`src/rtl/btn_cmd_issuer.sv`:
```
// btn_cmd_issuer: debounced push-button that issues one captured switch
// command per press over a valid/ready handshake.
module btn_cmd_issuer #(
  parameter int DEBOUNCE_CYCLES = 1000000
) (
  input  logic        clk,
  input  logic        reset,
  input  logic        btn_go,
  input  logic [15:0] sw,
  output logic [31:0] addr_out,
  output logic [31:0] data_out,
  output logic [1:0]  cmd_out,
  output logic        cmd_valid,
  input  logic        cmd_ready,
  output logic        busy,
  output logic [7:0]  issue_count
);

  localparam int CW = $clog2(DEBOUNCE_CYCLES);
  localparam logic [CW-1:0] CNT_LAST =
    CW'(DEBOUNCE_CYCLES - 1);

  typedef enum logic [1:0] {
    IDLE,
    ISSUE,
    WAIT_RELEASE
  } state_t;

  state_t        state;

  logic          btn_m;
  logic          btn_s;
  logic [15:0]   sw_m;
  logic [15:0]   sw_s;

  logic [CW-1:0] cnt;
  logic          deb;
  logic          deb_q;
  logic          press;

  logic [7:0]    addr_q;
  logic [5:0]    data_q;

  // Two-flop synchronisers for the asynchronous button and switches.
  always_ff @(posedge clk) begin
    if (reset) begin
      btn_m <= 1'b0;
      btn_s <= 1'b0;
      sw_m  <= '0;
      sw_s  <= '0;
    end else begin
      btn_m <= btn_go;
      btn_s <= btn_m;
      sw_m  <= sw;
      sw_s  <= sw_m;
    end
  end

  // Debounce: flip deb only after a full run of mismatching samples.
  always_ff @(posedge clk) begin
    if (reset) begin
      cnt   <= '0;
      deb   <= 1'b0;
      deb_q <= 1'b0;
    end else begin
      deb_q <= deb;
      if (btn_s == deb) begin
        cnt <= '0;
      end else if (cnt == CNT_LAST) begin
        cnt <= '0;
        deb <= ~deb;
      end else begin
        cnt <= cnt + 1'b1;
      end
    end
  end

  assign press = deb & ~deb_q;

  // Command FSM: capture on press, hold until accepted, await release.
  always_ff @(posedge clk) begin
    if (reset) begin
      state       <= IDLE;
      cmd_valid   <= 1'b0;
      addr_q      <= '0;
      data_q      <= '0;
      cmd_out     <= '0;
      issue_count <= '0;
    end else begin
      unique case (state)
        IDLE: begin
          if (press) begin
            addr_q    <= sw_s[7:0];
            data_q    <= sw_s[13:8];
            cmd_out   <= sw_s[15:14];
            cmd_valid <= 1'b1;
            state     <= ISSUE;
          end
        end
        ISSUE: begin
          if (cmd_ready) begin
            cmd_valid   <= 1'b0;
            issue_count <= issue_count + 8'd1;
            state       <= WAIT_RELEASE;
          end
        end
        WAIT_RELEASE: begin
          if (!deb) begin
            state <= IDLE;
          end
        end
        default: begin
          cmd_valid <= 1'b0;
          state     <= IDLE;
        end
      endcase
    end
  end

  assign addr_out = {24'b0, addr_q};
  assign data_out = {26'b0, data_q};
  assign busy     = (state != IDLE);

endmodule

```
`config.mk`:
```
export PLATFORM = sky130hd
export DESIGN_NAME = btn_cmd_issuer
export DESIGN_NICKNAME = d
export VERILOG_FILES = /design/src/rtl/btn_cmd_issuer.sv
export SDC_FILE = /design/constraint.sdc
export NUM_CORES = 1
export LEC_CHECK = 0
export ABC_CLOCK_PERIOD_IN_PS = 2700
export CORE_MARGIN = 1.5
export CORE_UTILIZATION = 28
export DETAILED_ROUTE_END_ITERATION = 12
export GPL_TIMING_DRIVEN = 0
export PLACE_DENSITY = 0.51
export SLEW_MARGIN = 20
export SYNTH_ARGS = -nofsm -noshare
export SYNTH_HDL_FRONTEND = slang
export SYNTH_SLANG_ARGS = --single-unit
```
`constraint.sdc`:
```
create_clock -name clk -period 2.7 [get_ports clk]
set_input_delay 0.405 -clock clk [delete_from_list [all_inputs] [get_ports clk]]
set_output_delay 0.405 -clock clk [all_outputs]
set_load 0.005 [all_outputs]
```
==> results.py <==
metrics = {
    "detailed_routing": {
        "avgViaCountPerCell": 3.99,
        "ant_nets": 0,
        "vias": 2435,
        "dr.pass1.iters": 4,
        "dr.first_iter.drc_count": 73,
        "wl_per_cell_um": 10.2,
        "drc_errors": 0,
        "wirelength_um": 6210,
    },
    "clocking": {
        "cts_root_buf": "clkbuf_16",
        "clk_latency_ns": 0.33,
        "cts_tree": "yes",
        "numCtsBuffers": 9,
        "cts-htree-levels": 3,
        "cts_resized": 0,
        "hold_buffers": 0,
        "clkTransAtPathRegs_ns": 0.06,
        "cts_setup_buffers": 0,
        "cts.sinks": 83,
        "clockBufferDepth": 2,
    },
    "synth": {
        "postSynthCellCount": 358,
        "ys_async_sr_fraction_pct": 0,
        "yosysMostFrequentCell": "dfxtp_1",
        "synth-seq-area-share_pct": 50.4,
        "synth_top_cell_by_area": "dfxtp_1",
        "yosys-top-cells-area": "dfxtp_1 50%, buf_4 11%, nor2b_1 6.8%, nand2_1 4.6%, a21oi_1 3.8%",
        "ys_ff_latch": 83,
        "synth_edf_count": 0,
        "synth.avg_cell_area_um2": 9.21,
        "yosys_most_used_dff": "dfxtp_1",
        "syn_area_mm2": 0.00330,
        "netlist_top_cells_count": "83 x dfxtp_1, 50 x buf_4, 40 x nand2_1",
        "synth_top_area_share_pct": 50.4,
        "ys_types": 35,
        "yosysWarnings": 0,
    },
    "job": {
        "max-cap-violations": 0,
    },
    "layout": {
        "multi_input_area_mm2": 0.00136,
        "fillers": 1175,
        "final_nets": 485,
        "seqCellArea_mm2": 0.00166,
        "layout-drive-gt1-share_pct": 15.6,
        "synthToLayoutAreaGrowth_pct": 33.3,
        "post-route-util_pct": 38.3,
        "antenna-diode-count": 0,
    },
    "hold_path": {
        "hold_path_class": "reg -> reg",
    },
    "power": {
        "powerDensity_mw_per_mm2": 579,
        "p_leak_nw": 1.70,
        "peakVddDrop_uv": 279,
    },
    "timing": {
        "period_share_pct": 71.5,
        "finalClockSkew_ns": 0.00646,
        "finalSetupViolCount": 0,
        "final_hold_viol_count": 0,
        "timing.final.max_slew_violations": 0,
        "period_minus_slack_ns": 1.93,
        "clock.fmax_mhz": 518,
        "finalSetupTns_ns": 0,
        "grt_setup_unrepaired": "no",
        "worst_pin_slew_ns": 0.585,
        "slew_headroom_pct": 60.8,
    },
    "grt": {
        "grt_max_degree": 17,
        "grt_pass1_wl_um": 10400,
        "gr-usage-all-layers_pct": 10.4,
        "grt.overflow.total": 0,
        "grt_pass1_vias": 2176,
        "antenna_found_initial": 0,
    },
    "setup_path": {
        "worstPathRequired_ns": 2.90,
        "end_kind": "flip-flop",
        "cp_data_arrival_time_ns": 2.13,
        "worstSetupStartpointType": "flip-flop",
        "path_class": "reg -> reg",
        "crit_fanout": 10,
    },
    "floorplanning": {
        "die_h_um": 112,
        "dieArea_mm2": 0.0124,
        "initial_core_util_pct": 28.8,
        "die_x_um": 112,
        "core_area_mm2": 0.0115,
        "rows": 39,
        "io-pin-count": 96,
    },
    "place": {
        "hpwl_um": 4550,
        "io_buffers": 45,
        "routabilityCongestion": 0.795,
    },
    "outcome": {
        "status": "completed",
    },
}
-- power by group --
| group | leakage [nW] | switching [mW] | internal (mW) |
|---|---|---|---|
| sequential | 0.676 | 0.00575 | 1.25 |
| combinational | 0.897 | 0.0542 | 0.0843 |
| clock | 0.131 | 0.514 | 0.637 |
-- cell families (layout without fill, tap and decap cells) --
| group | Yosys count | after routing | synth area share (%) |
|---|---|---|---|
| other | 1 | 50 | 0.114 |
| and+or+nand+nor | 143 | 143 | 23.1 |
| xor gates and xnor gates | 19 | 19 | 5.05 |
| adders and majority gates | 2 | 2 | 0.759 |
| AOI/OAI and AO/OA | 37 | 37 | 6.22 |
| muxes | 1 | 1 | 0.342 |
| buffers and inverters | 72 | 133 | 14.0 |
| DFF | 83 | 83 | 50.4 |
-- through the flow --
stage               setup slack [ns]  hold WS (ns)  cell area [µm²]  total power [mW]  instances
finish                         0.769         0.433             4400              2.54        611
global route                   0.501         0.450             4400              2.65        611
CTS                            0.735         0.434             4400              2.57        611
detailed placement             0.553         0.422             4110              1.42        595
global placement               0.602         0.417             4110              1.42        595
floorplan                      0.957         0.414             3480              1.38        407
-- state kept, by name (all words and copies together) (netlist names) --
signal       cells
cnt             20
sw_m            16
sw_s            16
addr_q           8
issue_count      8
data_q           6
cmd_out          2
state            2
btn_m            1
btn_s            1
cmd_valid        1
deb              1
deb_q            1
-- metal layers --
| metal | vias to the layer above | wire length, µm | GRT usage, % | share of wire, % |
|---|---|---|---|---|
| li1 | 1287 | - | - | - |
| met1 | 1067 | 2890 | 13.2 | 47 |
| met2 | 71 | 2810 | 16.0 | 45 |
| met3 | 10 | 377 | 2.99 | 6.1 |
| met4 | 0 | 138 | 5.82 | 2.2 |
| met5 | - | 0 | 0 | 0 |
-- layout by cell type (no fill, tap or decap), types with 8 or more instances in the layout --
master and n:
a21oi_1 25, buf_4 50, nand2_1 40, xnor2_1 12
clkbuf_1 13, dfxtp_1 83, clkdlybuf4s50_1 45, nand3_1 8
clkbuf_16 9, nor2b_1 36, nor2_1 23, conb_1 50
-- area by class of cell --
class | count | area share [%]
flip-flops and latches | 83 | 37.8
multi-input cells | 252 | 30.9
repair buffers | 45 | 10.2
plain buffers | 64 | 9.76
clock buffers | 9 | 5.12
well taps | 143 | 4.07
clock inverters | 7 | 1.37
inverters | 8 | 0.712
-- critical path: stages (launching register included) --
cell	delay (ns)
dfxtp_1	0.47
ha_1	0.32
nand2_1	0.21
o21ai_0	0.27
clkbuf_1	0.42
nor2_1	0.11
-- path summary, 6_finish.rpt --
check / end / cells after the start / slack, ns / start
worst min-delay path: data_q[5] / 2 / 0.43 / sw_s[13]
worst max register to register: cnt[13] / 5 / 0.77 / cnt[0]
worst min register to register: data_q[5] / 2 / 0.43 / sw_s[13]
worst max-delay path: cnt[13] / 5 / 0.77 / cnt[0]
No activity file was read; power rests on OpenSTA's default activity.
